[src/rtl/alu_arbiter_pkg.sv]
// Shared definitions for the two-requester ALU arbiter: FSM state
// encoding, ALU op-code constants and the operand width.
package alu_arbiter_pkg;

    localparam int XLEN = 32;

    typedef enum logic [1:0] {
        ST_IDLE = 2'b00,
        ST_EXEC = 2'b01,
        ST_RESP = 2'b10
    } arb_state_t;

    localparam logic [2:0] ALU_ADD  = 3'b000;
    localparam logic [2:0] ALU_SLLI = 3'b001;
    localparam logic [2:0] ALU_SUB  = 3'b010;
    localparam logic [2:0] ALU_SRLI = 3'b011;
    localparam logic [2:0] ALU_XOR  = 3'b100;
    localparam logic [2:0] ALU_SRAI = 3'b101;
    localparam logic [2:0] ALU_AND  = 3'b111;

endpackage

[src/rtl/alu_arbiter_if.sv]
// Bundle of the requester/response handshakes and the shared-ALU bus.
// slave  : the arbiter side.
// master : the requesters plus the external ALU.
interface alu_arbiter_if;
    import alu_arbiter_pkg::*;

    logic            REQ0_VALID;
    logic            REQ1_VALID;
    logic            REQ0_READY;
    logic            REQ1_READY;
    logic [2:0]      REQ0_OP;
    logic [2:0]      REQ1_OP;
    logic            REQ0_JALR;
    logic            REQ1_JALR;
    logic [XLEN-1:0] REQ0_OP1;
    logic [XLEN-1:0] REQ0_OP2;
    logic [XLEN-1:0] REQ1_OP1;
    logic [XLEN-1:0] REQ1_OP2;
    logic            RSP0_VALID;
    logic            RSP1_VALID;
    logic            RSP0_READY;
    logic            RSP1_READY;
    logic [XLEN-1:0] RSP0_DATA;
    logic [XLEN-1:0] RSP1_DATA;
    logic [2:0]      ALU_OP;
    logic [XLEN-1:0] OP1;
    logic [XLEN-1:0] OP2;
    logic            JALR;
    logic [XLEN-1:0] ALU_Salida;
    logic [15:0]     OPS_DONE;

    modport slave (
        input  REQ0_VALID, REQ1_VALID, REQ0_OP, REQ1_OP, REQ0_JALR, REQ1_JALR,
               REQ0_OP1, REQ0_OP2, REQ1_OP1, REQ1_OP2, RSP0_READY, RSP1_READY,
               ALU_Salida,
        output REQ0_READY, REQ1_READY, RSP0_VALID, RSP1_VALID, RSP0_DATA,
               RSP1_DATA, ALU_OP, OP1, OP2, JALR, OPS_DONE
    );

    modport master (
        output REQ0_VALID, REQ1_VALID, REQ0_OP, REQ1_OP, REQ0_JALR, REQ1_JALR,
               REQ0_OP1, REQ0_OP2, REQ1_OP1, REQ1_OP2, RSP0_READY, RSP1_READY,
               ALU_Salida,
        input  REQ0_READY, REQ1_READY, RSP0_VALID, RSP1_VALID, RSP0_DATA,
               RSP1_DATA, ALU_OP, OP1, OP2, JALR, OPS_DONE
    );

endinterface

[src/rtl/alu_arbiter_rr_grant2.sv]
// Two-way round-robin grant: a lone valid always wins, a tie goes to the
// requester named by the pointer.
module rr_grant2 (
    input  logic i_valid0,
    input  logic i_valid1,
    input  logic i_ptr,
    output logic o_gnt_idx,
    output logic o_gnt_valid
);

    // Pick the winner from the valid pattern and the pointer.
    always_comb begin
        o_gnt_idx   = 1'b0;
        o_gnt_valid = 1'b0;
        case ({i_valid1, i_valid0})
            2'b01: begin
                o_gnt_idx   = 1'b0;
                o_gnt_valid = 1'b1;
            end
            2'b10: begin
                o_gnt_idx   = 1'b1;
                o_gnt_valid = 1'b1;
            end
            2'b11: begin
                o_gnt_idx   = i_ptr;
                o_gnt_valid = 1'b1;
            end
            default: begin
                o_gnt_idx   = 1'b0;
                o_gnt_valid = 1'b0;
            end
        endcase
    end

endmodule

[src/rtl/alu_arbiter.sv]
// Arbitrates two requesters onto one external combinational ALU.
// One operation is in flight at a time: IDLE accepts, EXEC captures the
// ALU result, RESP holds the response until the owner consumes it.
module alu_arbiter
    import alu_arbiter_pkg::*;
#(
    parameter int DATA_W = 32
) (
    input  logic           CLK,
    input  logic           RST_N,
    alu_arbiter_if.slave   bus
);

    arb_state_t        r_state;
    arb_state_t        w_state_nxt;
    logic              r_ptr;
    logic              r_gnt_idx;
    logic [2:0]        r_op;
    logic              r_jalr;
    logic [DATA_W-1:0] r_op1;
    logic [DATA_W-1:0] r_op2;
    logic [DATA_W-1:0] r_result;
    logic [15:0]       r_ops_done;

    logic              w_gnt_idx;
    logic              w_gnt_valid;
    logic              w_accept;
    logic              w_rsp_ready;
    logic              w_in_resp;

    rr_grant2 u_rr_grant2 (
        .i_valid0    (bus.REQ0_VALID),
        .i_valid1    (bus.REQ1_VALID),
        .i_ptr       (r_ptr),
        .o_gnt_idx   (w_gnt_idx),
        .o_gnt_valid (w_gnt_valid)
    );

    // Next-state decode; accept only happens in IDLE with a pending request.
    always_comb begin
        w_state_nxt = r_state;
        w_accept    = 1'b0;
        if (r_gnt_idx) begin
            w_rsp_ready = bus.RSP1_READY;
        end else begin
            w_rsp_ready = bus.RSP0_READY;
        end
        case (r_state)
            ST_IDLE: begin
                if (w_gnt_valid) begin
                    w_accept    = 1'b1;
                    w_state_nxt = ST_EXEC;
                end else begin
                    w_state_nxt = ST_IDLE;
                end
            end
            ST_EXEC: begin
                w_state_nxt = ST_RESP;
            end
            ST_RESP: begin
                if (w_rsp_ready) begin
                    w_state_nxt = ST_IDLE;
                end else begin
                    w_state_nxt = ST_RESP;
                end
            end
            default: begin
                w_state_nxt = ST_IDLE;
            end
        endcase
    end

    // State register, payload latch, result capture and completion counter.
    always_ff @(posedge CLK) begin
        if (!RST_N) begin
            r_state    <= ST_IDLE;
            r_ptr      <= 1'b0;
            r_gnt_idx  <= 1'b0;
            r_op       <= 3'b000;
            r_jalr     <= 1'b0;
            r_op1      <= {DATA_W{1'b0}};
            r_op2      <= {DATA_W{1'b0}};
            r_result   <= {DATA_W{1'b0}};
            r_ops_done <= 16'h0000;
        end else begin
            r_state <= w_state_nxt;
            if (w_accept) begin
                r_gnt_idx <= w_gnt_idx;
                r_op      <= w_gnt_idx ? bus.REQ1_OP   : bus.REQ0_OP;
                r_jalr    <= w_gnt_idx ? bus.REQ1_JALR : bus.REQ0_JALR;
                r_op1     <= w_gnt_idx ? bus.REQ1_OP1  : bus.REQ0_OP1;
                r_op2     <= w_gnt_idx ? bus.REQ1_OP2  : bus.REQ0_OP2;
            end
            if (r_state == ST_EXEC) begin
                r_result <= bus.ALU_Salida;
            end
            if ((r_state == ST_RESP) && w_rsp_ready) begin
                r_ptr      <= ~r_gnt_idx;
                r_ops_done <= r_ops_done + 16'd1;
            end
        end
    end

    assign w_in_resp = (r_state == ST_RESP);

    assign bus.REQ0_READY = w_accept & ~w_gnt_idx;
    assign bus.REQ1_READY = w_accept &  w_gnt_idx;

    assign bus.RSP0_VALID = w_in_resp & ~r_gnt_idx;
    assign bus.RSP1_VALID = w_in_resp &  r_gnt_idx;
    assign bus.RSP0_DATA  = (w_in_resp && !r_gnt_idx) ? r_result : {DATA_W{1'b0}};
    assign bus.RSP1_DATA  = (w_in_resp &&  r_gnt_idx) ? r_result : {DATA_W{1'b0}};

    // The ALU always sees the latched operation so its inputs never glitch.
    assign bus.ALU_OP   = r_op;
    assign bus.OP1      = r_op1;
    assign bus.OP2      = r_op2;
    assign bus.JALR     = r_jalr;
    assign bus.OPS_DONE = r_ops_done;

endmodule

[src/flat_wrapper.sv]
// flat-port wrapper written by rule: the top's interface ports become plain ports
module alu_arbiter_flat import alu_arbiter_pkg::*;
#(
    parameter int DATA_W = 32
)
  (CLK, RST_N, bus_REQ0_VALID, bus_REQ1_VALID, bus_REQ0_OP, bus_REQ1_OP, bus_REQ0_JALR, bus_REQ1_JALR, bus_REQ0_OP1, bus_REQ0_OP2, bus_REQ1_OP1, bus_REQ1_OP2, bus_RSP0_READY, bus_RSP1_READY, bus_ALU_Salida, bus_REQ0_READY, bus_REQ1_READY, bus_RSP0_VALID, bus_RSP1_VALID, bus_RSP0_DATA, bus_RSP1_DATA, bus_ALU_OP, bus_OP1, bus_OP2, bus_JALR, bus_OPS_DONE);
  alu_arbiter_if bus_i ();
  input  logic CLK;
  input  logic RST_N;
  input wire logic [$bits(bus_i.REQ0_VALID)-1:0] bus_REQ0_VALID;
  input wire logic [$bits(bus_i.REQ1_VALID)-1:0] bus_REQ1_VALID;
  input wire logic [$bits(bus_i.REQ0_OP)-1:0] bus_REQ0_OP;
  input wire logic [$bits(bus_i.REQ1_OP)-1:0] bus_REQ1_OP;
  input wire logic [$bits(bus_i.REQ0_JALR)-1:0] bus_REQ0_JALR;
  input wire logic [$bits(bus_i.REQ1_JALR)-1:0] bus_REQ1_JALR;
  input wire logic [$bits(bus_i.REQ0_OP1)-1:0] bus_REQ0_OP1;
  input wire logic [$bits(bus_i.REQ0_OP2)-1:0] bus_REQ0_OP2;
  input wire logic [$bits(bus_i.REQ1_OP1)-1:0] bus_REQ1_OP1;
  input wire logic [$bits(bus_i.REQ1_OP2)-1:0] bus_REQ1_OP2;
  input wire logic [$bits(bus_i.RSP0_READY)-1:0] bus_RSP0_READY;
  input wire logic [$bits(bus_i.RSP1_READY)-1:0] bus_RSP1_READY;
  input wire logic [$bits(bus_i.ALU_Salida)-1:0] bus_ALU_Salida;
  output wire logic [$bits(bus_i.REQ0_READY)-1:0] bus_REQ0_READY;
  output wire logic [$bits(bus_i.REQ1_READY)-1:0] bus_REQ1_READY;
  output wire logic [$bits(bus_i.RSP0_VALID)-1:0] bus_RSP0_VALID;
  output wire logic [$bits(bus_i.RSP1_VALID)-1:0] bus_RSP1_VALID;
  output wire logic [$bits(bus_i.RSP0_DATA)-1:0] bus_RSP0_DATA;
  output wire logic [$bits(bus_i.RSP1_DATA)-1:0] bus_RSP1_DATA;
  output wire logic [$bits(bus_i.ALU_OP)-1:0] bus_ALU_OP;
  output wire logic [$bits(bus_i.OP1)-1:0] bus_OP1;
  output wire logic [$bits(bus_i.OP2)-1:0] bus_OP2;
  output wire logic [$bits(bus_i.JALR)-1:0] bus_JALR;
  output wire logic [$bits(bus_i.OPS_DONE)-1:0] bus_OPS_DONE;
  assign bus_i.REQ0_VALID = bus_REQ0_VALID;
  assign bus_i.REQ1_VALID = bus_REQ1_VALID;
  assign bus_i.REQ0_OP = bus_REQ0_OP;
  assign bus_i.REQ1_OP = bus_REQ1_OP;
  assign bus_i.REQ0_JALR = bus_REQ0_JALR;
  assign bus_i.REQ1_JALR = bus_REQ1_JALR;
  assign bus_i.REQ0_OP1 = bus_REQ0_OP1;
  assign bus_i.REQ0_OP2 = bus_REQ0_OP2;
  assign bus_i.REQ1_OP1 = bus_REQ1_OP1;
  assign bus_i.REQ1_OP2 = bus_REQ1_OP2;
  assign bus_i.RSP0_READY = bus_RSP0_READY;
  assign bus_i.RSP1_READY = bus_RSP1_READY;
  assign bus_i.ALU_Salida = bus_ALU_Salida;
  assign bus_REQ0_READY = bus_i.REQ0_READY;
  assign bus_REQ1_READY = bus_i.REQ1_READY;
  assign bus_RSP0_VALID = bus_i.RSP0_VALID;
  assign bus_RSP1_VALID = bus_i.RSP1_VALID;
  assign bus_RSP0_DATA = bus_i.RSP0_DATA;
  assign bus_RSP1_DATA = bus_i.RSP1_DATA;
  assign bus_ALU_OP = bus_i.ALU_OP;
  assign bus_OP1 = bus_i.OP1;
  assign bus_OP2 = bus_i.OP2;
  assign bus_JALR = bus_i.JALR;
  assign bus_OPS_DONE = bus_i.OPS_DONE;
  alu_arbiter #(.DATA_W(DATA_W)) u_core (.CLK(CLK), .RST_N(RST_N), .bus(bus_i));
endmodule
[config.mk]
export PLATFORM = sky130hd
export DESIGN_NAME = alu_arbiter_flat
export DESIGN_NICKNAME = d
export VERILOG_FILES = /design/src/rtl/alu_arbiter_pkg.sv /design/src/rtl/alu_arbiter_if.sv /design/src/rtl/alu_arbiter_rr_grant2.sv /design/src/rtl/alu_arbiter.sv /design/src/flat_wrapper.sv
export SDC_FILE = /design/constraint.sdc
export NUM_CORES = 1
export LEC_CHECK = 0
export ABC_AREA = 1
export CORE_ASPECT_RATIO = 0.7
export CORE_MARGIN = 3
export CORE_UTILIZATION = 33
export DETAILED_ROUTE_END_ITERATION = 16
export PLACE_DENSITY = 0.81
export SLEW_MARGIN = 20
export SYNTH_ARGS = -nofsm -noshare
export SYNTH_HDL_FRONTEND = slang
export SYNTH_HIERARCHICAL = 1
export SYNTH_SLANG_ARGS = --single-unit
[constraint.sdc]
create_clock -name CLK -period 1.3 [get_ports CLK]
set_input_delay 0.13 -clock CLK [delete_from_list [all_inputs] [get_ports CLK]]
set_output_delay 0.13 -clock CLK [all_outputs]
set_load 0.01 [all_outputs]
# Word-level counts from Yosys, hierarchy flattened

Index checks and enable logic that the tools add are counted.

$add $sub $neg: 1
Eq/ne operators: 5
Multiplexer cells: 14
Bitwise operators: 6
Reduce and logical (&&, ||, !) cells: 6

Operator list:

| kind                                           | number |
|---|---|
| 2-to-1 mux 32 bit                              | 4 |
| adder 16 x 1 -> 16 bit (second input constant) | 1 |
| == test 2 bit (second input constant)          | 3 |
| 2-to-1 mux 1 bit                               | 6 |
| one-hot mux 2 bit (3 select lines)             | 1 |
| AND 1 bit                                      | 4 |
| == test 2 x 1 -> 1 bit (second input constant) | 2 |
| logical AND 1 bit                              | 3 |
| 2-to-1 mux 3 bit                               | 1 |
| OR reduction 3 bit                             | 1 |
| zero test 2 bit                                | 1 |
| 2-to-1 mux 2 bit                               | 1 |
| NOT 1 bit                                      | 2 |
| one-hot mux 1 bit (2 select lines)             | 1 |
| zero test 1 bit                                | 1 |

Register bits after elaboration: 120
Bits of input ports: 174
Output and inout bits: 152

# Depth between registers and ports, before layout

Word-level depth: 6
Depth in mapped cells: 10
Gate-level depth less buffers: 9

# Modules after synthesis

The synthesis kept the hierarchy.

Modules (own cells, without submodules):

| module      | instances | cells each | area an instance (µm²) | seq. area each (µm²) |
|---|---|---|---|---|
| alu_arbiter | 1         | 751        | 5148.7                 | 2402.3 |
| rr_grant2   | 1         | 5          | 22.5                   | 0.0 |

# Worst setup path before layout

OpenSTA, ideal clock, no wires.

Path type: reg2reg
Start: register u_core.r_ops_done[1], in the netlist u_core/bus.OPS_DONE[1]
End: register u_core.r_ops_done[8], in the netlist u_core/bus.OPS_DONE[8]
Arrival time: 1337 ps
Slack: -153 ps
Cell stages (with the launch flop): 9
Buffers on the path: 0
Cells stage by stage: dfxtp_1 -> ha_1 -> nand2_1 -> nor2_1 -> nand2_1 -> nor2_2 -> nand2_1 -> o21ai_0 -> nor2_1

Longest elaborated chain between the ends: 1

Ends and longest elaborated chain:

| element                  | line              | source |
|---|---|---|
| start: declaration       | alu_arbiter.sv:23 | `logic [15:0] r_ops_done;` |
| start signal: assignment | alu_arbiter.sv:99 | `r_ops_done <= r_ops_done + 16'd1;` |
| adder 16 x 1 -> 16 bit   | alu_arbiter.sv:99 |  |

No other way between the ends.
A chain may end at the register's enable or synchronous reset.

# Worst setup path after layout

Start: register u_core.r_state[1]
End: output bus_RSP0_DATA[31]

Longest elaborated chain between the ends: 3

Ends and longest elaborated chain:

| element                  | line               | source |
|---|---|---|
| start: declaration       | alu_arbiter.sv:14  | `arb_state_t r_state;` |
| start signal: assignment | alu_arbiter.sv:86  | `r_state <= w_state_nxt;` |
| == test 2 bit            | alu_arbiter.sv:104 | `assign w_in_resp = (r_state == ST_RESP);` |
| logical AND 1 bit        | alu_arbiter.sv:111 | `assign bus.RSP0_DATA = (w_in_resp && !r_gnt_idx) ? r_result : {DATA_W{1'b0}};` |
| 2-to-1 mux 32 bit        | alu_arbiter.sv:111 |  |
| end: declaration         | flat_wrapper.sv:27 | `output wire logic [$bits(bus_i.RSP0_DATA)-1:0] bus_RSP0_DATA;` |

No other way between the ends.

==> results.json <==
{
  "status": "finished with violations",
  "violations": "negative setup slack",
  "grt_pass1_wl_um": 33600,
  "totalWireLength_um": 23600,
  "multi_input_area_um2": 2780,
  "hp-class": "input pin to flop",
  "synth-seq-area-share": 0.465,
  "numPortBuffers": 325,
  "avgSynthCellArea_um2": 6.84,
  "first_iter_violations": 390,
  "grt_overflow": 0,
  "synth_area_um2": 5170,
  "crit_path_start_kind": "flop",
  "dr_total_vias": 6712,
  "grt_pass1_vias": 6408,
  "die_h_um": 111,
  "utilization": 0.715,
  "seq_area_um2": 2420,
  "critPathArrivalTime_ns": 1.66,
  "cp_max_fo": 8,
  "placed_area_um2": 8970,
  "rsz0062_at_grt": "yes",
  "hpwl_um": 14700,
  "clk_path_buf_depth": 2,
  "required_ns": 1.17,
  "finalInstanceArea_um2": 10700,
  "fin_skew_ns": 0.0125,
  "filler_cell_count": 1169,
  "mostFrequentLayoutCell": "nand2_1",
  "fp.dieW_um": 156,
  "ant_nets": 0,
  "syn_inst": 756,
  "drc": 0,
  "maxCapViolations": 0,
  "path_clk_slew_ns": 0.06,
  "die-area_um2": 17200,
  "max_slew_margin": 0.808,
  "netlist-cell-type-count": 22,
  "ys_top_cells_by_area": "dfxtp_1 (46%), nand2_1 (18%), a31oi_1 (8.2%), nor2_1 (7.0%), inv_1 (4.5%)",
  "ctsRootBufferMaster": "clkbuf_16",
  "setup_viol": 170,
  "first_pass_iters": 5,
  "yosysTopAreaCell": "dfxtp_1",
  "r2r_slack_ns": -0.24,
  "htree_num_levels": 4,
  "avgRoutedWirePerCell_um": 17.5,
  "pre_cts_slack_ns": -0.587,
  "layout.cells.most_common_list": "nand2_1 (209), clkdlybuf4s50_1 (173), dfxtp_1 (110), dlygate4sd2_1 (81), a31oi_1 (65)",
  "fin_crit_ns": 1.79,
  "finalCritPeriodShare": 1.38,
  "insertion_delay_ns": 0.40,
  "hold_violations": 0,
  "start_util": 0.345,
  "antenna_cells": 0,
  "nets": 1318,
  "synth_seq_cells": 120,
  "fmax_ghz": 0.559,
  "area.growth.synth_to_final_pct": 108,
  "endpoint_kind": "primary output",
  "power_leakage_nw": 4.54,
  "crit_type": "flop to primary output",
  "tightestPinTransition_ns": 0.288,
  "ir_drop_mv": 0.775,
  "yosys_warnings": 6,
  "fin_ws_ns": -0.490,
  "grtUsageTotal": 0.245,
  "maxSlewViolCount": 0,
  "synth_top_area_share": 0.465,
  "num_io_pins": 326,
  "cts_tree": "yes",
  "numCtsBuffers": 17,
  "hold_ws_ns": 0.294,
  "syn-num-nets": 931,
  "clock_sinks": 120,
  "p_per_area_nw_per_um2": 1150,
  "rows": 37,
  "place.gp.congestion": 0.847,
  "grt_max_degree": 66,
  "antenna_found_initial": 1,
  "coreArea_um2": 15000,
  "viasPerCell": 4.97,
  "drive_above_1_share": 0.292
}
metal layers:
| metal | share of wire | wire length, um | global-route usage | up-vias |
|---|---|---|---|---|
| li1 | - | - | - | 3226 |
| met1 | 0.39 | 9170 | 0.280 | 3113 |
| met2 | 0.50 | 11700 | 0.425 | 320 |
| met3 | 0.086 | 2040 | 0.0843 | 51 |
| met4 | 0.027 | 637 | 0.0822 | 2 |
| met5 | 0.00055 | 13 | 0 | - |
repair_timing:
item | CTS | global route
pin swaps | 30 | 56
cloned | 18 | 7
buffers inserted | 18 | 11
hold buffers | 0 | 0
setup endpoints to repair | 251 | 192
resized for setup | 422 | 177
cells in the mapped netlist:
master,number
nor2_4,1
nand2_1,247
nor2_2,4
a31oi_1,68
nand3_4,1
inv_1,62
nor3_1,4
nand4_1,4
a21oi_1,40
buf_2,17
buf_4,2
a211oi_1,1
clkbuf_1,27
nor2_1,97
or2_1,1
o21ai_0,39
dfxtp_1,120
buf_1,2
nand3_1,14
ha_1,1
xnor2_1,1
inv_2,3
through the flow:
stage,std cells,setup TNS (ns),power [mW]
6_report,1351,-37.37,12.3
5_1_grt,1351,-52.60,12.8
4_1_cts,1340,-42.13,12.1
3_5_place_dp,1272,-66.24,6.49
3_3_place_gp,1272,-61.62,6.46
2_1_floorplan,756,-0.379,5.13
worst max-delay path, cell delays in order (launching register included):
cell,delay [ns]
dfxtp_2,0.34
inv_2,0.05
nor2_4,0.09
inv_2,0.06
buf_6,0.12
nor2_4,0.09
buf_12,0.15
buf_12,0.12
inv_12,0.04
nor2_1,0.08
buf_2,0.13
logic make-up (layout without fill, tap and decap cells):
logic type,Yosys count,after routing,synth area share
AOI/OAI and AO/OA,148,148,0.160
adders and majority gates,1,1,0.00242
and+or+nand+nor,373,373,0.284
xor gates and xnor gates,1,1,0.00169
DFF,120,120,0.465
buffers and inverters,113,513,0.0876
final timing paths:
kind | from | endpoint | depth (start not counted)
min reg2reg | u_core/bus.OP1[3] | u_core/bus.OP1[3] | 2
max reg2reg | u_core/r_state[0] | u_core/r_result[31] | 9
max | u_core/r_state[1] | bus_RSP0_DATA[31] | 10
min | bus_REQ1_OP1[21] | u_core/bus.OP1[21] | 3
power by group:
part	leakage (nW)	internal (mW)	switching, mW	total (mW)
clock	0.303	3.32	1.74	5.06
combinational	3.25	1.68	1.44	3.12
sequential	0.991	4.00	0.141	4.14
cell type report:
cell class / instances / share of cell area
clock buffer: 21 / 0.0429
clock inverter: 11 / 0.0160
inverter: 65 / 0.0244
multi-input combinational: 523 / 0.259
sequential: 120 / 0.225
tap: 195 / 0.0227
timing repair buffer: 414 / 0.406
timing repair inverter: 2 / 0.00338
sequential cells by signal (all words and copies together), names as in the netlist:
signal and count:
u_core/bus.OP1 32, u_core/bus.OPS_DONE 16, u_core/bus.OP2 32, u_core/bus.JALR 1, u_core/r_gnt_idx 1, u_core/r_result 32, u_core/r_state 2, u_core/r_ptr 1
u_core/bus.ALU_OP 3
Note: power is estimated with default switching activity, not from simulation.
